### config.mk
export PLATFORM = sky130hd
export DESIGN_NAME = duck_sprite_fetch_flat
export DESIGN_NICKNAME = d
export VERILOG_FILES = /design/src/rtl/duck_sprite_fetch_if.sv /design/src/rtl/duck_sprite_fetch.sv /design/src/flat_wrapper.sv
export SDC_FILE = /design/constraint.sdc
export NUM_CORES = 1
export LEC_CHECK = 0
export BUFFER_PORTS_ARGS = -buffer_cell sky130_fd_sc_hd__buf_2
export CORE_UTILIZATION = 54
export DETAILED_ROUTE_END_ITERATION = 7
export PLACE_DENSITY = 0.8
export SLEW_MARGIN = 25
export SYNTH_ARGS = -nofsm -noshare
export SYNTH_HDL_FRONTEND = slang
export SYNTH_SLANG_ARGS = --single-unit
### constraint.sdc
create_clock -name Clk -period 2 [get_ports Clk]
set_input_delay 0.3 -clock Clk [delete_from_list [all_inputs] [get_ports Clk]]
set_output_delay 0.3 -clock Clk [all_outputs]
set_load 0.03 [all_outputs]
### src/rtl/duck_sprite_fetch_if.sv
// duck_sprite_fetch_if: raster coordinates, duck control pulses and sprite-ROM
// signals exchanged between the video pipeline (master) and the sprite fetch stage (slave).
interface duck_sprite_fetch_if #(parameter int ADDR_W = 13);
    logic [9:0]        DrawX;
    logic [9:0]        DrawY;
    logic              frame_start;
    logic [9:0]        DuckX;
    logic [9:0]        DuckY;
    logic              facing_left;
    logic              spawn;
    logic              shot;
    logic              fall_done;
    logic [ADDR_W-1:0] rom_addr;
    logic [3:0]        rom_data;
    logic [3:0]        palette_index;
    logic              pixel_hit;
    logic [1:0]        duck_state;

    modport master (
        output DrawX, DrawY, frame_start, DuckX, DuckY, facing_left,
        output spawn, shot, fall_done, rom_data,
        input  rom_addr, palette_index, pixel_hit, duck_state
    );

    modport slave (
        input  DrawX, DrawY, frame_start, DuckX, DuckY, facing_left,
        input  spawn, shot, fall_done, rom_data,
        output rom_addr, palette_index, pixel_hit, duck_state
    );
endinterface

### src/rtl/duck_sprite_fetch.sv
// duck_sprite_fetch: maps the raster position onto the duck sprite ROM with a fixed
// two-cycle latency, and runs the duck life-cycle FSM that picks the sprite frame.
module duck_sprite_fetch #(
    parameter int         SPRITE_W        = 32,
    parameter int         SPRITE_H        = 32,
    parameter int         FLY_FRAMES      = 4,
    parameter int         ANIM_DIV        = 6,
    parameter int         HIT_HOLD        = 30,
    parameter int         ADDR_W          = 13,
    parameter logic [3:0] TRANSPARENT_IDX = 4'h1
) (
    input logic                Clk,
    input logic                Reset_n,
    duck_sprite_fetch_if.slave bus
);
    localparam int CW = SPRITE_W > 1 ? $clog2(SPRITE_W) : 1;
    localparam int RW = SPRITE_H > 1 ? $clog2(SPRITE_H) : 1;
    localparam int FW = $clog2(FLY_FRAMES + 2);
    localparam int AW = FLY_FRAMES > 1 ? $clog2(FLY_FRAMES) : 1;
    localparam int DW = ANIM_DIV > 1 ? $clog2(ANIM_DIV) : 1;
    localparam int HW = HIT_HOLD > 1 ? $clog2(HIT_HOLD) : 1;

    localparam logic [1:0] IDLE = 2'd0;
    localparam logic [1:0] FLY  = 2'd1;
    localparam logic [1:0] HIT  = 2'd2;
    localparam logic [1:0] FALL = 2'd3;

    logic [1:0]    state;
    logic [AW-1:0] anim_frame;
    logic [DW-1:0] anim_div_cnt;
    logic [HW-1:0] hold_cnt;
    logic [9:0]    px, py;
    logic          mirror;
    logic [FW-1:0] frame_sel;

    logic [10:0]   x, y, x_lo, y_lo;
    logic          in_box;
    logic [CW-1:0] dcol, col;
    logic [RW-1:0] row;

    logic          box0, live0, box1, live1;
    logic [CW-1:0] col0;
    logic [RW-1:0] row0;
    logic [FW-1:0] frame0;

    always_comb frame_sel = state == FLY  ? FW'(anim_frame) :
                            state == HIT  ? FW'(FLY_FRAMES) :
                            state == FALL ? FW'(FLY_FRAMES + 1) : '0;

    // 11-bit compares keep px+SPRITE_W from wrapping near the right/bottom edge
    assign x      = {1'b0, bus.DrawX};
    assign y      = {1'b0, bus.DrawY};
    assign x_lo   = {1'b0, px};
    assign y_lo   = {1'b0, py};
    assign in_box = x >= x_lo && x < x_lo + 11'(SPRITE_W) &&
                    y >= y_lo && y < y_lo + 11'(SPRITE_H);
    assign dcol   = CW'(bus.DrawX - px);
    assign col    = mirror ? CW'(SPRITE_W - 1) - dcol : dcol;
    assign row    = RW'(bus.DrawY - py);

    always_ff @(posedge Clk or negedge Reset_n) begin
        if (!Reset_n) begin
            state        <= IDLE;
            anim_frame   <= '0;
            anim_div_cnt <= '0;
            hold_cnt     <= '0;
            px           <= '0;
            py           <= '0;
            mirror       <= 1'b0;
        end else begin
            if (bus.frame_start) begin
                px     <= bus.DuckX;
                py     <= bus.DuckY;
                mirror <= bus.facing_left;
            end
            case (state)
                IDLE: if (bus.spawn) begin
                    state        <= FLY;
                    anim_frame   <= '0;
                    anim_div_cnt <= '0;
                end
                // a shot coinciding with frame_start wins and that pulse is not counted
                FLY: if (bus.shot) begin
                    state    <= HIT;
                    hold_cnt <= '0;
                end else if (bus.frame_start) begin
                    anim_div_cnt <= anim_div_cnt == DW'(ANIM_DIV - 1) ? '0 : anim_div_cnt + DW'(1);
                    if (anim_div_cnt == DW'(ANIM_DIV - 1))
                        anim_frame <= anim_frame == AW'(FLY_FRAMES - 1) ? '0 : anim_frame + AW'(1);
                end
                HIT: if (bus.frame_start) begin
                    if (hold_cnt == HW'(HIT_HOLD - 1))
                        state <= FALL;
                    else
                        hold_cnt <= hold_cnt + HW'(1);
                end
                FALL: if (bus.fall_done) state <= IDLE;
            endcase
        end
    end

    // frame and liveness ride with the coordinates so latency is state-independent
    always_ff @(posedge Clk or negedge Reset_n) begin
        if (!Reset_n) begin
            box0   <= 1'b0;
            live0  <= 1'b0;
            col0   <= '0;
            row0   <= '0;
            frame0 <= '0;
            box1   <= 1'b0;
            live1  <= 1'b0;
        end else begin
            box0   <= in_box;
            live0  <= state != IDLE;
            col0   <= col;
            row0   <= row;
            frame0 <= frame_sel;
            box1   <= box0;
            live1  <= live0;
        end
    end

    assign bus.rom_addr      = ADDR_W'(32'(frame0) * 32'(SPRITE_W * SPRITE_H) +
                                       32'(row0) * 32'(SPRITE_W) + 32'(col0));
    assign bus.palette_index = box1 ? bus.rom_data : 4'h0;
    assign bus.pixel_hit     = box1 & live1 & (bus.rom_data != TRANSPARENT_IDX);
    assign bus.duck_state    = state;
endmodule

### src/flat_wrapper.sv
// flat-port wrapper written by rule: the top's interface ports become plain ports
module duck_sprite_fetch_flat 
#(
    parameter int         SPRITE_W        = 32,
    parameter int         SPRITE_H        = 32,
    parameter int         FLY_FRAMES      = 4,
    parameter int         ANIM_DIV        = 6,
    parameter int         HIT_HOLD        = 30,
    parameter int         ADDR_W          = 13,
    parameter logic [3:0] TRANSPARENT_IDX = 4'h1
)
  (Clk, Reset_n, bus_DrawX, bus_DrawY, bus_frame_start, bus_DuckX, bus_DuckY, bus_facing_left, bus_spawn, bus_shot, bus_fall_done, bus_rom_data, bus_rom_addr, bus_palette_index, bus_pixel_hit, bus_duck_state);
  duck_sprite_fetch_if #(.ADDR_W(ADDR_W)) bus_i ();
  input logic Clk;
  input logic Reset_n;
  input wire logic [$bits(bus_i.DrawX)-1:0] bus_DrawX;
  input wire logic [$bits(bus_i.DrawY)-1:0] bus_DrawY;
  input wire logic [$bits(bus_i.frame_start)-1:0] bus_frame_start;
  input wire logic [$bits(bus_i.DuckX)-1:0] bus_DuckX;
  input wire logic [$bits(bus_i.DuckY)-1:0] bus_DuckY;
  input wire logic [$bits(bus_i.facing_left)-1:0] bus_facing_left;
  input wire logic [$bits(bus_i.spawn)-1:0] bus_spawn;
  input wire logic [$bits(bus_i.shot)-1:0] bus_shot;
  input wire logic [$bits(bus_i.fall_done)-1:0] bus_fall_done;
  input wire logic [$bits(bus_i.rom_data)-1:0] bus_rom_data;
  output wire logic [$bits(bus_i.rom_addr)-1:0] bus_rom_addr;
  output wire logic [$bits(bus_i.palette_index)-1:0] bus_palette_index;
  output wire logic [$bits(bus_i.pixel_hit)-1:0] bus_pixel_hit;
  output wire logic [$bits(bus_i.duck_state)-1:0] bus_duck_state;
  assign bus_i.DrawX = bus_DrawX;
  assign bus_i.DrawY = bus_DrawY;
  assign bus_i.frame_start = bus_frame_start;
  assign bus_i.DuckX = bus_DuckX;
  assign bus_i.DuckY = bus_DuckY;
  assign bus_i.facing_left = bus_facing_left;
  assign bus_i.spawn = bus_spawn;
  assign bus_i.shot = bus_shot;
  assign bus_i.fall_done = bus_fall_done;
  assign bus_i.rom_data = bus_rom_data;
  assign bus_rom_addr = bus_i.rom_addr;
  assign bus_palette_index = bus_i.palette_index;
  assign bus_pixel_hit = bus_i.pixel_hit;
  assign bus_duck_state = bus_i.duck_state;
  duck_sprite_fetch #(.SPRITE_W(SPRITE_W), .SPRITE_H(SPRITE_H), .FLY_FRAMES(FLY_FRAMES), .ANIM_DIV(ANIM_DIV), .HIT_HOLD(HIT_HOLD), .ADDR_W(ADDR_W), .TRANSPARENT_IDX(TRANSPARENT_IDX)) u_core (.Clk(Clk), .Reset_n(Reset_n), .bus(bus_i));
endmodule
-- Word-level counts from Yosys, hierarchy flattened
Cells that the tools add are included.
- output and inout bits: 20
- input bits: 51
- bits in registers: 50
- word-level logic and storage cells: 83
- magnitude comparators: 4
- bitwise operators: 2
- reduce and logical (&&, ||, !) cells: 11
- add/sub/neg operators: 10
- equality and inequality tests: 16
- multiplexer cells: 26
- operators by type and width (cell ; count):
    adder 10 x 6 -> 11 bit (second input constant) ; 2
    < comparator 10 x 11 -> 1 bit ; 2
    two-way mux 3 bit ; 7
    >= comparator 10 bit ; 2
    two-way mux 2 bit ; 10
    two-way mux 5 bit ; 4
    inequality test 2 bit (second input constant) ; 9
    adder 13 x 10 -> 13 bit ; 1
    adder 13 x 5 -> 13 bit ; 1
    case mux 5 bit (2 select lines) ; 1
    AND reduction 5 bit ; 2
    subtractor 5 bit ; 2
    case mux 2 bit (4 select lines) ; 1
    AND reduction 4 bit ; 2
    equality test 2 bit (second input constant) ; 3
    case mux 3 bit (2 select lines) ; 1
    nonzero test 2 bit ; 3
    adder 5 x 1 -> 5 bit (second input constant) ; 1
    equality test 5 bit (second input constant) ; 1
    subtractor 5 bit (first input constant) ; 1
    two-way mux 4 bit ; 1
    inequality test 4 x 1 -> 1 bit (second input constant) ; 1
    case mux 2 bit (2 select lines) ; 1
    adder 3 x 1 -> 3 bit (second input constant) ; 1
    6 further kinds ; 9

-- Depth between registers and ports, before layout
Gate-level depths: netlist of the first run.
- word-level depth: 6
- mapped depth: 8
- gate-level depth less buffers: 8

-- Worst setup path after synthesis of the first run
OpenSTA, ideal clock, no wires.
- path type: register -> register
- from: reg u_core.state[0], in the netlist u_core.bus.duck_state[0]
- to: reg u_core.state[1], in the netlist u_core.bus.duck_state[1]
- path slack: -0.016 ns
- stages on the path, launching flop included: 8
- setup time: 0.128 ns
- path buffers: 0
- period minus slack after synthesis: 2.016 ns
- data required time: 1.872 ns
- data arrival time: 1.888 ns
- cells stage by stage: dfrtp_1 inv_1 ha_1 inv_1 o22ai_4 a211o_1 a21oi_1 mux2_1
- cells in the longest elaborated chain, start to end: 3
- elaborated cells on any way between the ends: 11
- those cells by class: 8 x eq/ne; 1 x mux; 2 x reduce/logical
- RTL lines (element ; RTL line ; text):
    start: declaration ; duck_sprite_fetch.sv:28 ; logic [1:0] state;
    start signal: assignment ; duck_sprite_fetch.sv:63 ; state <= IDLE;
    start signal: assignment ; duck_sprite_fetch.sv:78 ; state <= FLY;
    start signal: assignment ; duck_sprite_fetch.sv:84 ; state <= HIT;
    equality test 2 bit (tied with other cells) ; duck_sprite_fetch.sv:76 ; case (state)
    inequality test 2 bit (no source line) ; - ;
    AND reduction 5 bit (no source line) ; - ;
Parallel ways exist; a longest one is shown, timed or not.
A chain may end at the register's enable or synchronous reset.

-- Worst setup path in the final report of the first run
- from: reg u_core.py[5]
- to: reg u_core.box0
- cells in the longest elaborated chain, start to end: 3
- elaborated cells on any way between the ends: 5
- those cells by class: 1 x add/sub; 2 x order compare; 2 x reduce/logical
- RTL lines (element ; RTL line ; text):
    start: declaration ; duck_sprite_fetch.sv:32 ; logic [9:0] px, py;
    start signal: assignment ; duck_sprite_fetch.sv:73 ; py <= bus.DuckY;
    adder 10 x 6 -> 11 bit or >= comparator 10 bit (tied branches) ; duck_sprite_fetch.sv:56 ; y >= y_lo && y < y_lo + 11'(SPRITE_H);
    < comparator 10 x 11 -> 1 bit or logical AND 1 bit (tied branches) ; duck_sprite_fetch.sv:56, duck_sprite_fetch.sv:55 ;
    logical AND 1 bit * ; duck_sprite_fetch.sv:56 ;
    net u_core.in_box ; duck_sprite_fetch.sv:37 ; logic in_box;
    end signal: assignment ; duck_sprite_fetch.sv:113 ; box0 <= in_box;
    end: declaration ; duck_sprite_fetch.sv:41 ; logic box0, live0, box1, live1;
The timed path passes the listed nets; every way through them passes the cells marked *.

==> results of run 1 <==
-- state kept, by name, summed over array words and instances, names as in the netlist --
signal / count
u_core.px: 10
u_core.py: 10
u_core.col0: 5
u_core.hold_cnt: 5
u_core.row0: 5
u_core.anim_div_cnt: 3
u_core.frame0: 3
u_core.anim_frame: 2
u_core.bus.duck_state: 2
u_core.box0: 1
u_core.box1: 1
u_core.live0: 1
u_core.live1: 1
u_core.mirror: 1
-- timing repair --
action | in CTS | in global routing
gates resized for setup | 0 | 13
hold endpoints to repair | 22 | 0
setup buffers | 0 | 4
setup endpoints to repair | 0 | 1
hold buffers | 1 | 0
-- cell families (layout without fill, tap and decap cells) --
group | count (synthesis) | count (layout) | share of synthesized area
xor gates and xnor gates | 20 | 20 | 0.0568
muxes | 7 | 7 | 0.0251
AOI/OAI and AO/OA | 67 | 67 | 0.147
buffers and inverters | 42 | 126 | 0.0560
DFF | 50 | 50 | 0.406
and+or+nand+nor | 80 | 80 | 0.139
adders and majority gates | 41 | 41 | 0.171
-- power by group through the flow --
stage               clock network (mW)  logic, mW  registers, mW
global route                     0.790       1.72           1.39
detailed placement                   0       1.51           1.39
CTS                              0.759       1.52           1.37
finish                           0.740       1.56           1.37
floorplan                            0      0.892           1.56
global placement                     0       1.47           1.38
-- placed cells by master (no fill, tap or decap), types with 3 or more instances in the layout --
| master | n |
|---|---|
| a21oi_1 | 12 |
| a21oi_2 | 3 |
| and2_1 | 4 |
| and3_1 | 4 |
| buf_2 | 70 |
| buf_4 | 11 |
| clkbuf_8 | 6 |
| dfrtp_1 | 49 |
| ha_1 | 36 |
| inv_1 | 34 |
| mux2_2 | 5 |
| nand2_1 | 27 |
| nand2b_1 | 3 |
| nand3_1 | 9 |
| nand3b_1 | 4 |
| nor2_1 | 10 |
| nor2b_1 | 5 |
| o21ai_0 | 28 |
| o21ai_1 | 3 |
| xnor2_1 | 16 |
| xor2_1 | 3 |
-- path summary, 6_finish.rpt --
check | startpoint | end | slack, ns | cells after the start
setup / recovery | u_core.py[5]$_DFFE_PN0P_ | u_core.box0$_DFF_PN0_ | 0.05 | 8
hold / removal | bus_DuckY[2] | u_core.py[2]$_DFFE_PN0P_ | 0.19 | 3
setup reg to reg | u_core.py[5]$_DFFE_PN0P_ | u_core.box0$_DFF_PN0_ | 0.05 | 8
hold reg to reg | u_core.box0$_DFF_PN0_ | u_core.box1$_DFF_PN0_ | 0.35 | 0
max in group asynchronous | Reset_n | u_core.box0$_DFF_PN0_ | 0.95 | 3
min in group asynchronous | Reset_n | u_core.py[4]$_DFFE_PN0P_ | 0.50 | 2
-- metrics by stage --
stage / cell area [sq um] / setup TNS, ns / util / setup WS (ns) / power, mW
after CTS: 3690 / 0 / 0.670 / 0.000676 / 3.65
after global routing: 3770 / -0.0159 / 0.686 / -0.0159 / 3.91
after global placement: 3560 / 0 / 0.647 / 0.126 / 2.85
after detailed placement: 3560 / 0 / 0.647 / 0.0858 / 2.90
after floorplan: 3090 / 0 / - / 0.0122 / 2.46
final: 3770 / 0 / 0.686 / 0.0488 / 3.67
-- critical path, cell delays in order (launching register included) --
cell,delay [ns]
dfrtp_1,0.42
ha_2,0.32
inv_1,0.06
ha_4,0.23
a21oi_1,0.14
nand3_1,0.11
o211ai_1,0.18
o21ai_1,0.11
nor4_2,0.28
-- layer usage --
| layer | vias to the layer above | wire, um | share of wire |
|---|---|---|---|
| li1 | 1227 | - | - |
| met1 | 1196 | 2700 | 0.41 |
| met2 | 85 | 3320 | 0.51 |
| met3 | 16 | 343 | 0.053 |
| met4 | 0 | 162 | 0.025 |
| met5 | - | 0 | 0 |
-- area by class of cell --
class                   count  area (sq um)  area share
clock buffers               7          86.3      0.0229
well taps                  72          90.1      0.0239
repair buffers             83           463       0.123
inverters                  35           136      0.0361
flip-flops and latches     50          1250       0.332
multi-input cells         215          1720       0.455
clock inverters             1          30.0     0.00795
==> results.cfg, run 1 <==
[place]
gp_congestion = 0.836
hpwl_um = 5000
dp.cells = 450
io_buffers = 70

[sta]
finalSetupViolCount = 0
min_period_ns = 1.95
worstMarginPinSlew_ns = 0.539
fmax_ghz = 0.512
hold_violations = 0
fin_crit_sh = 0.976
finClkSkew_ns = 0.0106
hold-worst-slack_ns = 0.192
slew_headroom = 0.640
finalMaxSlewViolations = 0

[synth]
netlist_area_sq_mm = 0.00309
yosys-top-cells-area = dfrtp_1, ha_1, o21ai_0
yosysWarningCount = 0
synth-seq-cells = 50
synth_common_cells = dfrtp_1, ha_1, inv_1
syn_avg_cell_area_sq_um = 10.1
syn_inst = 307
ys_seq_area_frac = 0.406
synth_nets = 399
synth_edf_count = 0
ys_types = 53
synth.largest_area_cell = dfrtp_1
yosysMostFrequentCell = dfrtp_1
ys.flop_type = dfrtp_1
async_flop_share = 1.00
synth_top_area_frac = 0.406

[pwr]
pwr-share-clk = 0.202
power_frac_seq = 0.373
power_density_mw_per_mm2 = 973
p_comb_frac = 0.425
p_leak_nw = 1.87
p_int_mw = 2.31
vdd.ir_drop.worst_mv = 0.508
p_sw_mw = 1.36
p_sw_frac = 0.371

[global_routing]
use_met3 = 0.0447
grt_pass1_wl_um = 10900
gr-usage-all-layers = 0.231
use_met1 = 0.274
gr-max-usage-layer = met2
grt_use_met2 = 0.411
grt_max_degree = 29
grt_pass1_vias = 2475
antenna_found_initial = 0
gr-total-overflow = 0

[floorplanning]
die_h_um = 77.6
dieArea_sq_mm = 0.00602
die_w_um = 77.6
core_region_area_sq_mm = 0.00551
rows = 27
io_pins = 71
start_util = 0.560

[routing]
wire_per_inst_um = 14.1
drtIter0Drc = 142
totalWireLength_um = 6520
antenna_left = 0
vias = 2524
dr.pass1.iters = 7
vias_per_cell = 5.45
drc = 0

[cells_and_area]
area_growth_pct = 22.3
layout-drive-gt1-share = 0.294
final_cells = 463
nets = 482
diodes = 0
fillers = 448

[critical_path]
cp-start-kind = flop
cp_data_arrival_time_ns = 2.15
cp-end-kind = flop
critPathRequiredTime_ns = 2.20
worstPathMaxFanout = 4
worst-setup-path-type = reg -> reg

[status]
outcome = completed

[job]
drv_cap = 0

[clock_tree]
clk_path_buf_depth = 2
cts_tree = done
numCtsBuffers = 5
clkTransAtPathRegs_ns = 0.09
insertion_delay_ns = 0.30
cts_max_level = 2
numClockSinks = 50
cts_root_buffer = clkbuf_8

[worst_hold_path]
min_path_type = in -> reg
No activity file was read; power rests on OpenSTA's default activity.
==> run 2: changes to the inputs <==
Settings changed: BUFFER_PORTS_ARGS -buffer_cell sky130_fd_sc_hd__buf_2 to unset, CORE_UTILIZATION 54 to 55, DONT_BUFFER_PORTS set to 1, PLACE_DENSITY 0.8 to 0.7.
==> run 2 against run 1 <==
Compared with the run above: sequential share of layout area rose by 4.1 points; clock-buffer cell count stayed put; via count decreased by 16%; critical path depth increased by 1; total power down 6.3%; non-clock buffer count decreased by 74; fmax increased by 0.87%; worst setup slack improved by 0.017 ns; global-route usage decreased by 1.8 points; clock power shrank 5.7%; combinational power shrank 23%.
==> results.cfg, run 2 (synthesis gave the netlist of run 1 again) <==
[sta]
hold-worst-slack_ns = 0.105
finClkSkew_ns = 0.00994
hold_violations = 0
slew_headroom = 0.633
fin_crit_sh = 0.967
worstMarginPinSlew_ns = 0.549
rsz0062_at_grt = yes
setup_tns_ns = 0
min_period_ns = 1.93
finalMaxSlewViolations = 0
fmax_ghz = 0.517
finalSetupViolCount = 0

[clock_tree]
numClockSinks = 50
numCtsBuffers = 5
cts_root_buffer = clkbuf_8
cts_tree = done
clk_path_buf_depth = 2
insertion_delay_ns = 0.30
cts_max_level = 2
clkTransAtPathRegs_ns = 0.09

[critical_path]
cpMaxStageDelayCell = dfrtp_1
worstReg2RegStart = u_core.py[5]$_DFFE_PN0P_
ff2ff_setup_slack_ns = 0.07
worstPathCellList = buf_4, and3_1, xnor2_1, ha_1, a21oi_1, nor2b_1, o21ai_0, o2111ai_1, nor4_2
cp-end-kind = flop
reg2reg_to = u_core.box0$_DFF_PN0_
worst-setup-path-type = reg -> reg
worstPathMaxFanout = 3
critPathRequiredTime_ns = 2.21
max_stage_delay_ns = 0.41
cp-start-kind = flop
critPathTopFamily = compound AO/OA/AOI/OAI gates
crit_buf_inv = 1
r2r_cells = 9
cp_data_arrival_time_ns = 2.14

[global_routing]
grt_pass1_wl_um = 10000
grt_max_degree = 51
gr-total-overflow = 0
antenna_found_initial = 0
grt_pass1_vias = 2140
gr-usage-all-layers = 0.213

[routing]
dr.pass1.iters = 4
drc = 0
vias_per_cell = 5.51
totalWireLength_um = 5740
antenna_left = 0
drtIter0Drc = 68
wire_per_inst_um = 14.8
vias = 2131

[place]
dp.cells = 376
gp_congestion = 0.811
io_buffers = 0
hpwl_um = 4400

[cells_and_area]
fillers = 455
area_growth_pct = 9.00
layout-drive-gt1-share = 0.110
mostFrequentLayoutCells = dfrtp_1, ha_1, inv_1, o21ai_0, nand2_1
final_cells = 387
final_common_cell = dfrtp_1
top_regs = u_core.px x10, u_core.py x10
nets = 408
diodes = 0

[worst_hold_path]
min_path_type = in -> reg
min_to = u_core.py[7]$_DFFE_PN0P_
min_path_cells = 1
min_from = bus_frame_start

[job]
drv_cap = 0

[pwr]
power_density_mw_per_mm2 = 1020
vdd.ir_drop.worst_mv = 0.541
total_power_mw = 3.44
p_leak_nw = 1.56

[floorplanning]
io_pins = 71
start_util = 0.585
die_h_um = 76.9
dieArea_sq_mm = 0.00591
core_region_area_sq_mm = 0.00527
die_w_um = 76.9
rows = 26

[status]
outcome = completed
## run 2: where the power goes
part           leakage, nW  switching [mW]  total (mW)  internal [mW]
Clock               0.0524           0.324       0.698          0.375
Sequential           0.617           0.311        1.54           1.23
Combinational        0.889           0.643        1.20          0.560
Total                 1.56            1.28        3.44           2.16
## run 2: metrics by stage
step / setup slack [ns] / instance area, sq um / util
after floorplan: 0.0122 / 3090 / -
after global placement: 0.108 / 3180 / 0.604
after detailed placement: -0.0132 / 3180 / 0.604
after CTS: 0.0230 / 3340 / 0.634
after global routing: -0.0334 / 3360 / 0.638
final: 0.0656 / 3360 / 0.638
## run 2: cell type report
type	count	area (sq um)	share of cell area
Inverter	35	136	0.0406
Tap cell	70	87.6	0.0260
Clock inverter	1	30.0	0.00893
Multi-Input combinational cell	215	1690	0.503
Timing Repair Buffer	9	90.1	0.0268
Sequential cell	50	1250	0.372
Clock buffer	7	76.3	0.0227
## run 2: layer usage
layer	wire length [um]	share of wire	track usage	vias up
met5	0	0	0	-
met4	65	0.011	0.0673	0
met3	328	0.057	0.0607	6
met2	2660	0.46	0.340	60
met1	2680	0.47	0.278	990
li1	-	-	-	1075
## run 2: worst max path at each step
stage          depth (start not counted)                              endpoint                            startpoint  slack, ns
6_report                               9                 u_core.box0$_DFF_PN0_              u_core.py[5]$_DFFE_PN0P_       0.07
5_1_grt                                9                 u_core.box0$_DFF_PN0_              u_core.py[5]$_DFFE_PN0P_      -0.03
4_1_cts                                8                 u_core.box0$_DFF_PN0_              u_core.py[6]$_DFFE_PN0P_       0.02
3_5_place_dp                           8                 u_core.box0$_DFF_PN0_              u_core.py[7]$_DFFE_PN0P_      -0.01
3_3_place_gp                           8                 u_core.box0$_DFF_PN0_              u_core.py[7]$_DFFE_PN0P_       0.11
2_1_floorplan                          8  u_core.bus.duck_state[1]$_DFFE_PN0P_  u_core.bus.duck_state[1]$_DFFE_PN0P_       0.01
## run 2: what timing repair did
action / in CTS / in global routing
setup buffers: 1 / 0
hold buffers: 2 / 0
hold endpoints to repair: 50 / 0
setup endpoints to repair: 1 / 2
resized for setup: 2 / 4
pin swaps: 1 / 0
==> run 3: changes to the inputs <==
Settings changed: CORE_ASPECT_RATIO set to 0.5, CTS_BUF_LIST set to sky130_fd_sc_hd__clkbuf_16, MAX_ROUTING_LAYER set to met4.
==> run 3 against run 2 <==
Compared with the run above: register-to-register slack improved by 0.03 ns; combinational power grew 3%; sequential cell count unchanged; sequential power is essentially flat; clock-buffer cell count shrank 2; first-iteration DRC count is 41% higher; total power increased by 5.7%; via count up 1.8%; global-route usage increased by 1.8 points; cell area up 0.82%; critical endpoint unchanged; die area rose by 0.30%.
==> results.cfg, run 3 (synthesis gave the netlist of run 1 again) <==
[status]
outcome = completed

[critical_path]
worst-setup-path-type = reg -> reg
cp-start-kind = flop
cp-end-kind = flop
worstPathMaxFanout = 4
critPathRequiredTime_ns = 2.20
cp_data_arrival_time_ns = 2.11
worstSetupStartpoint = u_core.py[5]$_DFFE_PN0P_
worstReg2RegStart = u_core.py[5]$_DFFE_PN0P_

[floorplanning]
core_region_area_sq_mm = 0.00516
start_util = 0.598
die_w_um = 108
io_pins = 71
dieArea_sq_mm = 0.00593
die_h_um = 55.0
rows = 18

[cells_and_area]
layout-drive-gt1-share = 0.110
area_growth_pct = 9.89
post-route-util = 0.657
top_regs = u_core.px x10, u_core.py x10
mostFrequentLayoutCells = dfrtp_1, ha_1, inv_1, o21ai_0, nand2_1
final_common_cell = dfrtp_1
diodes = 0
final_area_sq_mm = 0.00339
final_cells = 388
fillers = 404
nets = 409

[global_routing]
grt_max_degree = 51
grt_pass1_vias = 2118
antenna_found_initial = 0
gr-total-overflow = 0
gr-usage-all-layers = 0.231
grt_pass1_wl_um = 9880

[routing]
vias = 2170
totalWireLength_um = 6180
drtIter0Drc = 96
wire_per_inst_um = 15.9
vias_per_cell = 5.59
antenna_left = 0
drc = 0
dr.pass1.iters = 4

[sta]
min_period_ns = 1.91
hold_violations = 0
fmax_ghz = 0.524
slew_headroom = 0.638
finalSetupViolCount = 0
finClkSkew_ns = 0.00474
finalMaxSlewViolations = 0
worstMarginPinSlew_ns = 0.542
fin_crit_sh = 0.955
rsz0062_at_grt = yes

[pwr]
p_leak_nw = 1.58
p_int_mw = 2.26
power_frac_seq = 0.425
power_density_mw_per_mm2 = 1070
p_comb_frac = 0.341
pwr-share-clk = 0.234
vdd.ir_drop.worst_mv = 0.810
p_sw_frac = 0.378
p_sw_mw = 1.38

[clock_tree]
cts_root_buffer = clkbuf_16
insertion_delay_ns = 0.29
cts_max_level = 2
cts_tree = done
clkTransAtPathRegs_ns = 0.07
numCtsBuffers = 5
clk_path_buf_depth = 2
numClockSinks = 50

[place]
place_area_sq_mm = 0.00319
gp_congestion = 0.879
dp.cells = 377
hpwl_um = 4750
io_buffers = 0

[worst_hold_path]
min_path_type = in -> reg
min_from = bus_frame_start

[job]
drv_cap = 0
[run 3: cell types whose count changed in the layout (fill, tap and decap cells not counted), moves of 2 or more]
| cell | change |
|---|---|
| o21ai_0 | -2 |
| clkbuf_8 | -5 |
| clkbuf_16 | +5 |
| o21ai_1 | +2 |
| clkbuf_1 | -2 |
[run 3: layout make-up]
type / instances / area [sq um] / area share
Clock buffer: 5 / 125 / 0.0369
Inverter: 35 / 136 / 0.0402
Multi-Input combinational cell: 215 / 1670 / 0.493
Tap cell: 70 / 87.6 / 0.0258
Clock inverter: 3 / 21.3 / 0.00627
Sequential cell: 50 / 1250 / 0.369
Timing Repair Buffer: 10 / 97.6 / 0.0288
[run 3: repair_timing]
item                                   4_1_cts  5_1_grt
setup endpoints to repair                    0        5
endpoints found under the hold margin       50        0
gates resized for setup                      0        4
setup buffers                                0        1
hold buffers                                 2        0
[run 3: path summary, 6_finish.rpt]
kind	to	slack, ns	cells past startpoint
worst max-delay path	u_core.box0$_DFF_PN0_	0.09	8
worst min-delay path	u_core.px[1]$_DFFE_PN0P_	0.11	1
worst max register to register	u_core.box0$_DFF_PN0_	0.09	8
worst min register to register	u_core.live1$_DFF_PN0_	0.36	0
max in group asynchronous	u_core.bus.duck_state[0]$_DFFE_PN0P_	1.24	2
min in group asynchronous	u_core.frame0[1]$_DFF_PN0_	0.53	2
[run 3: routing by layer]
| layer | vias to the layer above | part of all wire | track usage |
|---|---|---|---|
| met1 | 1045 | 0.48 | 0.286 |
| li1 | 1079 | - | - |
| met5 | - | 0 | - |
| met2 | 42 | 0.47 | 0.396 |
| met4 | 0 | 0.0052 | 0.0502 |
| met3 | 4 | 0.044 | 0.0562 |
[run 3: stage by stage]
step	TNS (ns)	power [mW]	setup WS (ns)	hold slack [ns]
floorplan	0	2.46	0.0122	0.00441
global placement	0	2.69	0.152	0.00529
detailed placement	0	2.76	0.0476	0.00534
CTS	0	3.65	0.0186	0.106
global route	-0.0800	3.88	-0.0800	0.102
finish	0	3.64	0.0907	0.111
[run 3: power by group through the flow]
| stage | Combinational (mW) | Clock [mW] | Sequential (mW) |
|---|---|---|---|
| 2_1_floorplan | 0.892 | 0 | 1.56 |
| 3_3_place_gp | 1.14 | 0 | 1.55 |
| 3_5_place_dp | 1.19 | 0 | 1.57 |
| 4_1_cts | 1.23 | 0.871 | 1.55 |
| 5_1_grt | 1.38 | 0.919 | 1.58 |
| 6_report | 1.24 | 0.851 | 1.55 |
[run 3: worst max-delay path, cell delays in order, from the launching register on]
cell	delay [ns]
dfrtp_1	0.41
ha_1	0.29
inv_1	0.04
ha_1	0.31
a21oi_1	0.14
nand3_1	0.09
o211ai_1	0.18
o21ai_1	0.10
nor4_2	0.26
